`config.mk`:
```
export PLATFORM = sky130hd
export DESIGN_NAME = beta_pipe_ctrl
export DESIGN_NICKNAME = d
export VERILOG_FILES = /design/src/rtl/beta_pkg.sv /design/src/rtl/beta_hazard_detect.sv /design/src/rtl/beta_pipe_ctrl.sv
export SDC_FILE = /design/constraint.sdc
export NUM_CORES = 1
export LEC_CHECK = 0
export BUFFER_PORTS_ARGS = -buffer_cell sky130_fd_sc_hd__buf_2
export CAP_MARGIN = 20
export CORE_MARGIN = 3
export CORE_UTILIZATION = 45
export CTS_BUF_LIST = sky130_fd_sc_hd__clkbuf_4 sky130_fd_sc_hd__clkbuf_8
export DETAILED_ROUTE_END_ITERATION = 10
export HOLD_SLACK_MARGIN = 0.06
export PLACE_DENSITY = 0.73
export RECOVER_POWER = 25
export SKIP_CTS_REPAIR_TIMING = 1
export SLEW_MARGIN = 20
export SYNTH_ARGS = -nofsm -noshare
export SYNTH_HDL_FRONTEND = slang
export SYNTH_SLANG_ARGS = --single-unit
```
`constraint.sdc`:
```
create_clock -name clk_i -period 2.55 [get_ports clk_i]
set_clock_uncertainty 0.05 [all_clocks]
set_input_delay 0.255 -clock clk_i [delete_from_list [all_inputs] [get_ports clk_i]]
set_output_delay 0.255 -clock clk_i [all_outputs]
set_load 0.01 [all_outputs]
```
`src/rtl/beta_pkg.sv`:
```
// Shared types and constants for the beta pipeline control slice.
package beta_pkg;

  typedef enum logic [1:0] {
    PCTRL_RUN      = 2'd0,
    PCTRL_MEM_WAIT = 2'd1,
    PCTRL_REDIR    = 2'd2,
    PCTRL_HALT     = 2'd3
  } pctrl_state_t;

  localparam logic [31:0] NOP_INSN = 32'h00000013;

endpackage : beta_pkg

```
`src/rtl/beta_hazard_detect.sv`:
```
// Combinational load-use hazard detection between decode and execute.
module beta_hazard_detect
  import beta_pkg::*;
#(
  parameter int RegAddrWidth = 5
) (
  input  logic [RegAddrWidth-1:0] dec_rs1_i,
  input  logic [RegAddrWidth-1:0] dec_rs2_i,
  input  logic                    dec_rs1_used_i,
  input  logic                    dec_rs2_used_i,
  input  logic [RegAddrWidth-1:0] ex_rd_i,
  input  logic                    ex_valid_i,
  input  logic                    ex_is_load_i,
  output logic                    loaduse_o
);

  logic rd_nonzero_s;
  logic rs1_hit_s;
  logic rs2_hit_s;

  // x0 is hardwired, so a load targeting it never creates a dependency
  assign rd_nonzero_s = (ex_rd_i != {RegAddrWidth{1'b0}});
  assign rs1_hit_s    = dec_rs1_used_i & (dec_rs1_i == ex_rd_i);
  assign rs2_hit_s    = dec_rs2_used_i & (dec_rs2_i == ex_rd_i);
  assign loaduse_o    = ex_valid_i & ex_is_load_i & rd_nonzero_s & (rs1_hit_s | rs2_hit_s);

endmodule : beta_hazard_detect

```
`src/rtl/beta_pipe_ctrl.sv`:
```
// Pipeline stall/flush controller: priority FSM with same-cycle (Mealy) outputs
// and a counter of PC-stall cycles.
module beta_pipe_ctrl
  import beta_pkg::*;
#(
  parameter int DataWidth    = 32,
  parameter int RegAddrWidth = 5
) (
  input  logic                    clk_i,
  input  logic                    rst_i,
  input  logic [RegAddrWidth-1:0] dec_rs1_i,
  input  logic [RegAddrWidth-1:0] dec_rs2_i,
  input  logic                    dec_rs1_used_i,
  input  logic                    dec_rs2_used_i,
  input  logic [RegAddrWidth-1:0] ex_rd_i,
  input  logic                    ex_valid_i,
  input  logic                    ex_is_load_i,
  input  logic                    ex_redirect_i,
  input  logic                    mem_req_i,
  input  logic                    mem_ack_i,
  input  logic                    halt_req_i,
  output logic                    pc_stall_o,
  output logic                    if_dec_stall_o,
  output logic                    if_dec_flush_o,
  output logic                    dec_ex_stall_o,
  output logic                    dec_ex_flush_o,
  output logic                    ex_mem_stall_o,
  output logic                    mem_wb_flush_o,
  output logic [1:0]              state_o,
  output logic [DataWidth-1:0]    stall_cnt_o
);

  pctrl_state_t         state_r;
  pctrl_state_t         state_next_s;
  logic [DataWidth-1:0] stall_cnt_r;
  logic                 memwait_s;
  logic                 loaduse_s;

  assign memwait_s = mem_req_i & ~mem_ack_i;

  beta_hazard_detect #(
    .RegAddrWidth (RegAddrWidth)
  ) u_hazard (
    .dec_rs1_i      (dec_rs1_i),
    .dec_rs2_i      (dec_rs2_i),
    .dec_rs1_used_i (dec_rs1_used_i),
    .dec_rs2_used_i (dec_rs2_used_i),
    .ex_rd_i        (ex_rd_i),
    .ex_valid_i     (ex_valid_i),
    .ex_is_load_i   (ex_is_load_i),
    .loaduse_o      (loaduse_s)
  );

  // Priority-ordered next state and stage controls; earlier branches win
  always_comb begin
    state_next_s   = PCTRL_RUN;
    pc_stall_o     = 1'b0;
    if_dec_stall_o = 1'b0;
    if_dec_flush_o = 1'b0;
    dec_ex_stall_o = 1'b0;
    dec_ex_flush_o = 1'b0;
    ex_mem_stall_o = 1'b0;
    mem_wb_flush_o = 1'b0;
    if (rst_i) begin
      if_dec_flush_o = 1'b1;
      dec_ex_flush_o = 1'b1;
      mem_wb_flush_o = 1'b1;
    end else if (memwait_s) begin
      pc_stall_o     = 1'b1;
      if_dec_stall_o = 1'b1;
      dec_ex_stall_o = 1'b1;
      ex_mem_stall_o = 1'b1;
      mem_wb_flush_o = 1'b1;
      state_next_s   = PCTRL_MEM_WAIT;
    end else if ((state_r == PCTRL_HALT) || ((state_r == PCTRL_RUN) && halt_req_i)) begin
      pc_stall_o     = 1'b1;
      if_dec_stall_o = 1'b1;
      dec_ex_stall_o = 1'b1;
      ex_mem_stall_o = 1'b1;
      state_next_s   = halt_req_i ? PCTRL_HALT : PCTRL_RUN;
    end else if (ex_redirect_i) begin
      // HALT is excluded above, so this covers RUN, MEM_WAIT ack and REDIR
      if_dec_flush_o = 1'b1;
      dec_ex_flush_o = 1'b1;
      state_next_s   = PCTRL_REDIR;
    end else if (state_r == PCTRL_REDIR) begin
      if_dec_flush_o = 1'b1;
      state_next_s   = PCTRL_RUN;
    end else if (loaduse_s) begin
      pc_stall_o     = 1'b1;
      if_dec_stall_o = 1'b1;
      dec_ex_flush_o = 1'b1;
      state_next_s   = PCTRL_RUN;
    end else begin
      state_next_s   = PCTRL_RUN;
    end
  end

  // State register
  always_ff @(posedge clk_i) begin
    if (rst_i) begin
      state_r <= PCTRL_RUN;
    end else begin
      state_r <= state_next_s;
    end
  end

  // PC-stall cycle counter, wraps naturally
  always_ff @(posedge clk_i) begin
    if (rst_i) begin
      stall_cnt_r <= {DataWidth{1'b0}};
    end else if (pc_stall_o) begin
      stall_cnt_r <= stall_cnt_r + DataWidth'(1);
    end else begin
      stall_cnt_r <= stall_cnt_r;
    end
  end

  assign state_o     = state_r;
  assign stall_cnt_o = stall_cnt_r;

endmodule : beta_pipe_ctrl

```
==> run metrics <==
status completed; CTS tree built; crit-path max cell delay 0.48 ns; number of synthesized register bits 34; Layout Cells excl Fill 350; Synth cell types 36; Worst Path Required 2.72 ns; Crit Path Class reg2reg; antenna cells 0; most common cell after layout, fill and taps aside buf_2; DR WL/cell 12.9 µm; Setup TNS Final 0 ns; overall power 1.18 mW; fmax 505 MHz; CORE AREA 0.00385 mm²; Die ar. 0.00501 mm²; WL final 4.51 mm; CP Max Fanout 10; final setup fails 0; measured slew at the worst slew-check pin 0.415 ns; # DRC 0; # IOs 66; CP max-delay cell or4_1; Post-DRT Antenna Nets 0; most used cell along the critical path and3_1; RD Place Congestion 0.772; # H-tree levels 2; CTS Buffer Depth 2; largest net degree at the start of global routing 63; Clk Latency, worst-skew pair 0.29 ns; CTS Sinks 34; most frequent cells in the layout buf_2 (49), a21oi_1 (34), dfxtp_1 (34), o21ai_0 (24), or3_1 (24); unrepaired setup endpoints after global routing false; DIE HEIGHT 70.8 µm; final core area utilization 0.606; crit path launch type flip-flop; CP cell instances and3_1 > and3_1 > and3_1 > buf_4 > nand3_1 > or4_1 > a21oi_1; sequential fraction of the synthesis area 0.360; Pleak 0.854 nW; Die W 70.8 µm; max cap viols 0; Post-Place Setup Slack 0.454 ns; Root Driver clkbuf_8; row cnt 22; Vias/cell 5.51; syn avg cell area 7.91 µm²; First DRT Iteration DRCs 110; Clock transition at path regs 0.07 ns; Slew Limit Fails 0; Overflow after GRT 0; drt first pass iters 4; DPL Wire Length 3.26 mm; Tcrit/Tclk final 0.777; input/output buffers 65; Worst slew margin 0.723; post-route design area 0.00233 mm²; Final Net Count 327; Worst Hold Slack 0.228 ns; post-placement cell area 0.00224 mm²; initial antenna violation count 0; Mapped Cells 239; GRT Overall Usage 0.183; final worst slack 0.569 ns; WP data arrival 2.15 ns; placed insts 342; reg2reg path depth 7; peak supply drop 218 µV; Area Growth Syn to Fin 23.4%; Starting Density 0.491; pwr dens 504 mW/mm²; syn_nets 265; Hold Crit Class in2reg; worst hold path depth 3; cts bufs inserted 5; Vias 1927; crit path time final 1.98 ns; first-pass GRT wire length 7.63 mm; final hold violation count 0; synthesized area 0.00189 mm²; crit end category flip-flop; vias in the first global route 1770; layout cells sized above 1 0.219; Yosys warning count 0
cell usage after synthesis:
cell type  count  area [µm²]
a21oi_1       34         170
dfxtp_1       34         681
o21ai_0       24         120
or3_1         24         150
nand3_1       16        80.1
nand4_1       14        87.6
nand2_1       13        48.8
xnor2_1       10        87.6
and3_1         8        50.1
clkbuf_1       8        30.0
or4_1          7        52.6
nor2_1         6        22.5
o31ai_1        6        45.0
and2_1         4        25.0
inv_1          4        15.0
nand2b_1       3        18.8
buf_2          2        10.0
buf_4          2        15.0
buf_6          2        22.5
o21bai_1       2        15.0
a31oi_1        1        6.26
a31oi_4        1        21.3
and4_1         1        8.76
clkbuf_2       1        5.00
ha_1           1        12.5
mux2i_1        1        10.0
nand4b_1       1        8.76
nor2_2         1        6.26
nor2b_1        1        6.26
nor3_1         1        5.00
nor3_2         1        10.0
o2111ai_1      1        8.76
o21ai_1        1        5.00
o221ai_1       1        8.76
o22ai_2        1        12.5
xor2_1         1        8.76
routing by layer:
metal | routed length [µm] | GRT usage
met2 | 2000 | 0.304
met5 | 0 | 0
met1 | 2150 | 0.230
met4 | 70 | 0.0564
met3 | 278 | 0.0497
path summary, 6_finish.rpt:
| check | from | endpoint | slack [ns] |
|---|---|---|---|
| max | stall_cnt_o[2] | stall_cnt_o[27] | 0.57 |
| max reg2reg | stall_cnt_o[2] | stall_cnt_o[27] | 0.57 |
| min reg2reg | stall_cnt_o[31] | stall_cnt_o[31] | 0.44 |
| min | halt_req_i | state_o[0] | 0.23 |
cell type report:
type                       count  area, µm²
fill                         375       1520
multi-input combinational    186       1110
sequential                    34        681
timing repair buffer          70        355
clock buffer                   8        110
tap                           48       60.1
inverter                       4       15.0
power breakdown:
group          internal, mW  switching, mW  total [mW]
Sequential            0.539         0.0132       0.553
Combinational        0.0645         0.0903       0.155
Clock                 0.273          0.195       0.468
state kept, by name, summed over array words and instances, names as in the netlist:
| register | flops |
|---|---|
| state_o | 2 |
| stall_cnt_o | 32 |
cells by family (layout without fill, tap and decap cells):
group,after synthesis,count (layout),share of synthesized area
adders and majority gates,1,1,0.00662
muxes,1,1,0.00529
xor gates and xnor gates,11,11,0.0510
buffers and inverters,19,82,0.0516
and+or+nand+nor,101,101,0.307
DFF,34,34,0.360
AOI/OAI and AO/OA,72,72,0.218
critical path: cells and delay by family, from the launching register on:
kind	cells	cell delay, ns
simple gates	5	1.15
flops	1	0.40
buf+inv	1	0.17
compound gates	1	0.15
No activity file was read; power rests on OpenSTA's default activity.
